$ cat src/rtl/sram_arb_pkg.sv
// Shared types and helpers for the SRAM round-robin arbiter.
package sram_arb_pkg;

  localparam int MASK_W     = 4;
  localparam int WORD_W     = 32;
  localparam int ADDR_W_MAX = 32;

  function automatic int addr_w(input int depth);
    return $clog2(depth);
  endfunction

  // Address is carried at full width so the struct is independent of MEM_DEPTH.
  typedef struct packed {
    logic                  we;
    logic [MASK_W-1:0]     mask;
    logic [ADDR_W_MAX-1:0] addr;
    logic [WORD_W-1:0]     wdata;
  } sram_req_t;

endpackage

$ cat src/rtl/sram_arbiter_rr_picker.sv
// Combinational rotating-priority picker: first eligible index at or above prio,
// wrapping modulo N. Produces a one-hot grant plus the winner index.
module rr_picker #(
  parameter  int N  = 2,
  localparam int IW = (N > 1) ? $clog2(N) : 1
) (
  input  logic [N-1:0]  elig_i,
  input  logic [IW-1:0] prio_i,
  output logic [N-1:0]  grant_o,
  output logic [IW-1:0] winner_o,
  output logic          valid_o
);

  always_comb begin
    int idx;
    logic found;
    grant_o  = '0;
    winner_o = '0;
    found    = 1'b0;
    idx      = 0;
    for (int k = 0; k < N; k++) begin
      idx = (int'(prio_i) + k) % N;
      if (!found && elig_i[IW'(idx)]) begin
        found              = 1'b1;
        grant_o[IW'(idx)]  = 1'b1;
        winner_o           = IW'(idx);
      end
    end
    valid_o = found;
  end

endmodule

$ cat src/rtl/sram_arbiter.sv
// Round-robin sharing of one single-port SRAM between NUM_REQ requesters, with a
// one-entry registered response slot per requester.
module sram_arbiter
  import sram_arb_pkg::*;
#(
  parameter  int NUM_REQ    = 2,
  parameter  int MEM_DEPTH  = 2048,
  parameter  int DATA_WIDTH = 32,
  localparam int AW         = addr_w(MEM_DEPTH),
  localparam int IW         = (NUM_REQ > 1) ? $clog2(NUM_REQ) : 1
) (
  input  logic                          clk,
  input  logic                          reset,
  input  logic [NUM_REQ-1:0]            req_valid,
  output logic [NUM_REQ-1:0]            req_ready,
  input  logic [NUM_REQ-1:0]            req_we,
  input  logic [MASK_W*NUM_REQ-1:0]     req_mask,
  input  logic [AW*NUM_REQ-1:0]         req_addr,
  input  logic [DATA_WIDTH*NUM_REQ-1:0] req_wdata,
  output logic [NUM_REQ-1:0]            rsp_valid,
  input  logic [NUM_REQ-1:0]            rsp_ready,
  output logic [DATA_WIDTH*NUM_REQ-1:0] rsp_rdata,
  output logic                          sram_write_en,
  output logic                          sram_read_en,
  output logic [MASK_W-1:0]             sram_mask,
  output logic [AW-1:0]                 sram_address,
  output logic [DATA_WIDTH-1:0]         sram_write_data,
  input  logic [DATA_WIDTH-1:0]         sram_read_data
);

  logic [NUM_REQ-1:0] elig;
  logic [NUM_REQ-1:0] grant;
  logic [IW-1:0]      winner;
  logic               any_grant;
  logic [IW-1:0]      prio_q, prio_d;
  sram_req_t          reqs [NUM_REQ];
  sram_req_t          sel;

  for (genvar gi = 0; gi < NUM_REQ; gi++) begin : g_slot
    logic                  valid_q, valid_d;
    logic [DATA_WIDTH-1:0] rdata_q, rdata_d;

    // A full slot may still take a new grant if it is being drained this cycle.
    assign elig[gi] = !reset && req_valid[gi] && (!valid_q || rsp_ready[gi]);

    assign reqs[gi] = '{
      we:    req_we[gi],
      mask:  req_mask[gi*MASK_W +: MASK_W],
      addr:  ADDR_W_MAX'(req_addr[gi*AW +: AW]),
      wdata: req_wdata[gi*DATA_WIDTH +: DATA_WIDTH]
    };

    always_comb begin
      valid_d = valid_q;
      rdata_d = rdata_q;
      if (grant[gi]) begin
        valid_d = 1'b1;
        rdata_d = sel.we ? '0 : sram_read_data;
      end else if (rsp_ready[gi]) begin
        valid_d = 1'b0;
      end
    end

    always_ff @(posedge clk) begin
      if (reset) begin
        valid_q <= 1'b0;
        rdata_q <= '0;
      end else begin
        valid_q <= valid_d;
        rdata_q <= rdata_d;
      end
    end

    assign rsp_valid[gi]                          = valid_q;
    assign rsp_rdata[gi*DATA_WIDTH +: DATA_WIDTH] = rdata_q;
  end

  rr_picker #(.N(NUM_REQ)) u_picker (
    .elig_i   (elig),
    .prio_i   (prio_q),
    .grant_o  (grant),
    .winner_o (winner),
    .valid_o  (any_grant)
  );

  assign req_ready = grant;
  assign sel       = reqs[winner];

  if (AW < ADDR_W_MAX) begin : g_addr_hi
    logic unused_addr_hi;
    assign unused_addr_hi = ^sel.addr[ADDR_W_MAX-1:AW];
  end

  // Idle cycles drive the SRAM with all zeros; reads never carry a mask.
  always_comb begin
    sram_write_en   = 1'b0;
    sram_read_en    = 1'b0;
    sram_mask       = '0;
    sram_address    = '0;
    sram_write_data = '0;
    if (any_grant) begin
      sram_address = sel.addr[AW-1:0];
      if (sel.we) begin
        sram_write_en   = 1'b1;
        sram_mask       = sel.mask;
        sram_write_data = sel.wdata;
      end else begin
        sram_read_en = 1'b1;
      end
    end
  end

  always_comb begin
    prio_d = prio_q;
    if (any_grant) begin
      prio_d = (int'(winner) == NUM_REQ - 1) ? '0 : winner + 1'b1;
    end
  end

  always_ff @(posedge clk) begin
    if (reset) begin
      prio_q <= '0;
    end else begin
      prio_q <= prio_d;
    end
  end

endmodule

$ cat config.mk
export PLATFORM = sky130hd
export DESIGN_NAME = sram_arbiter
export DESIGN_NICKNAME = d
export VERILOG_FILES = /design/src/rtl/sram_arb_pkg.sv /design/src/rtl/sram_arbiter_rr_picker.sv /design/src/rtl/sram_arbiter.sv
export SDC_FILE = /design/constraint.sdc
export NUM_CORES = 1
export LEC_CHECK = 0
export CORE_AREA = 2 2 99 101
export DETAILED_ROUTE_END_ITERATION = 7
export DIE_AREA = 0 0 101 103
export GPL_TIMING_DRIVEN = 0
export PLACE_DENSITY_LB_ADDON = 0.25
export SLEW_MARGIN = 30
export SYNTH_ARGS = -nofsm -noshare
export SYNTH_HDL_FRONTEND = slang
export SYNTH_SLANG_ARGS = --single-unit
$ cat constraint.sdc
create_clock -name clk -period 4.26 [get_ports clk]
set_clock_uncertainty 0.15 [all_clocks]
set_input_delay 0.852 -clock clk [delete_from_list [all_inputs] [get_ports clk]]
set_output_delay 0.852 -clock clk [all_outputs]
set_load 0.1 [all_outputs]
==> flow_summary.yaml <==
status:
  status: "completed"
global_route:
  grt_first_pass_wirelength_um: 14900
  grt_pass1_vias: 3054
  antenna_found_initial: 0
  overflow: 0
  grt_max_degree: 13
  track_usage_pct: 18.0
setup_path:
  critical_path.slowest_cell: "dlygate4sd2_1"
  cp-start-kind: "input port"
  critPathArrivalTime_ps: 3150
  path_cells: "clkdlybuf4s50_1 -> nor2b_2 -> buf_4 -> buf_4 -> a22oi_1 -> nor2_1 -> dlygate4sd2_1"
  cp-end-kind: "primary output"
  crit_fanout: 10
  cpLargestDelayFamily: "buffers and inverters"
  worstSetupPathType: "input port to primary output"
  cpPeakStageDelay_ps: 910
  cp_num_buf_inv: 4
  crit_path_frequent_cell: "buf_4"
  worst_ep_required_time_ps: 3260
sta:
  slew-limit-headroom_pct: 31.7
  rsz0062_at_grt: "false"
  min_period_ps: 4160
  finalSetupViolCount: 0
  fmaxAchievable_ghz: 0.241
  timing.final.crit_share_pct: 97.6
  hold_violations: 0
  worst_pin_slew_ps: 1030
  report.final.slew_viol_count: 0
clocking:
  cts_buffer_depth: 2
  ctsHoldBuffers: 0
  path_clk_slew_ps: 80
  cts_tree: "done"
  clock_sinks: 34
  htreeDepth: 2
  root_buffer: "clkbuf_8"
  worstSkewPairLatency_ps: 290
  cts_inserted_buffers: 5
  cts-resized-gates: 49
  postCtsSetupRepairBufs: 0
detailed_routing:
  first_pass_iters: 6
  ant_nets: 0
  wire_per_inst_um: 14.8
  vias: 3216
  drt_first_iter_violations: 88
  wl_um: 10100
  drc: 0
  viasPerCell: 4.73
layout:
  diodes: 0
  final_nets: 699
  fin_util_pct: 51.6
  layout-drive-gt1-share_pct: 13.1
  layout_commonest_cell: "clkdlybuf4s50_1"
  most-common-layout-cells: "clkdlybuf4s50_1 (163), nor2_1 (50), dlygate4sd2_1 (46), buf_4 (42), a22oi_1 (36)"
  final_area_um2: 4880
  areaGrowthSynthToFinish_pct: 102
logic_synthesis:
  ys_seq_area_share_pct: 28.1
  synth_edf_count: 0
  synth.avg_cell_area_um2: 7.76
  ys_ff_latch: 34
  yosysWarnings: 0
  syn_inst: 312
  synth_area_um2: 2420
  synth_cell_types: 24
  synthFlopType: "dfxtp_1"
  async_flop_share_pct: 0
power:
  ir_drop_v: 0.000122
  powerDensity_nw_per_um2: 297
  leakage_nw: 2.07
floorplanning:
  ios: 251
  coreArea_um2: 9460
  die_x_um: 101
  start_util_pct: 25.6
  dieArea_um2: 10400
  num_rows: 36
  die_height_um: 103
placed_design:
  place_congestion: 0.800
  dp_hpwl_um: 8030
  dpl_cell_area_um2: 4810
  port_buffers: 213
min_path:
  hp-class: "flip-flop to flip-flop"
job:
  drv_cap: 0
[kinds of logic after synthesis]
logic type / share of synthesized area, %
mux: 4.55
other cells: 0.155
flops: 28.1
compound gates: 25.0
buf+inv: 19.9
simple gates: 22.3
[power by group]
group          switching (W)  internal, W
clock network       0.000129     0.000235
logic               0.000510     0.000235
registers         0.00000706     0.000333
[Yosys cell counts (2+ instances only)]
cell type / instances / area share, %
a21oi_1: 33 / 6.8
a22oi_1: 36 / 11
buf_2: 12 / 2.5
buf_4: 42 / 13
buf_6: 5 / 2.3
clkbuf_1: 12 / 1.9
dfxtp_1: 34 / 28
mux2i_1: 11 / 4.6
nand4b_1: 32 / 12
nor2_1: 50 / 7.8
nor2b_1: 2 / 0.52
o21ai_0: 29 / 6.0
o21ai_1: 3 / 0.62
[layout make-up]
type | count | area (um^2)
Buffer | 72 | 482
Clock buffer | 5 | 68.8
Clock inverter | 3 | 68.8
Fill cell | 932 | 4580
Multi-Input combinational cell | 239 | 1380
Sequential cell | 34 | 681
Tap cell | 114 | 143
Timing Repair Buffer | 213 | 2060
[tightest hold or removal path, cell delays in order, from the launching register on]
cell	delay [ps]
dfxtp_1	310
o21ai_0	60
a21oi_1	60
[layer usage]
layer	track usage, %	wire length [um]
met1	20.6	3960
met5	0	0
met4	4.99	216
met3	4.68	729
met2	33.1	5150
[worst paths after layout]
check                                            from               endpoint  slack, ps  depth (start not counted)
worst max-delay path                        req_we[0]           sram_mask[2]        100                          7
worst min-delay path            g_slot[0].rdata_q[27]  g_slot[0].rdata_q[27]        330                          2
worst max register to register                 prio_q  g_slot[0].rdata_q[31]       2730                          5
worst min register to register  g_slot[0].rdata_q[27]  g_slot[0].rdata_q[27]        330                          2
[through the flow]
stage | setup TNS, ps | hold slack (ps) | cells | setup slack, ps | total power (W)
2_1_floorplan | 0 | 515 | 345 | 597 | 0.000885
3_3_place_gp | -4940 | 306 | 672 | -164 | 0.00110
3_5_place_dp | -6020 | 318 | 672 | -185 | 0.00111
4_1_cts | 0 | 330 | 680 | 86.8 | 0.00146
5_1_grt | 0 | 350 | 680 | 2.19 | 0.00151
6_report | 0 | 326 | 680 | 103 | 0.00145
[state kept, by name, summed over array words and instances, names as in the netlist]
signal	cells
g_slot.rdata_q	32
g_slot.valid_q	1
prio_q	1
No activity file was read; power rests on OpenSTA's default activity.
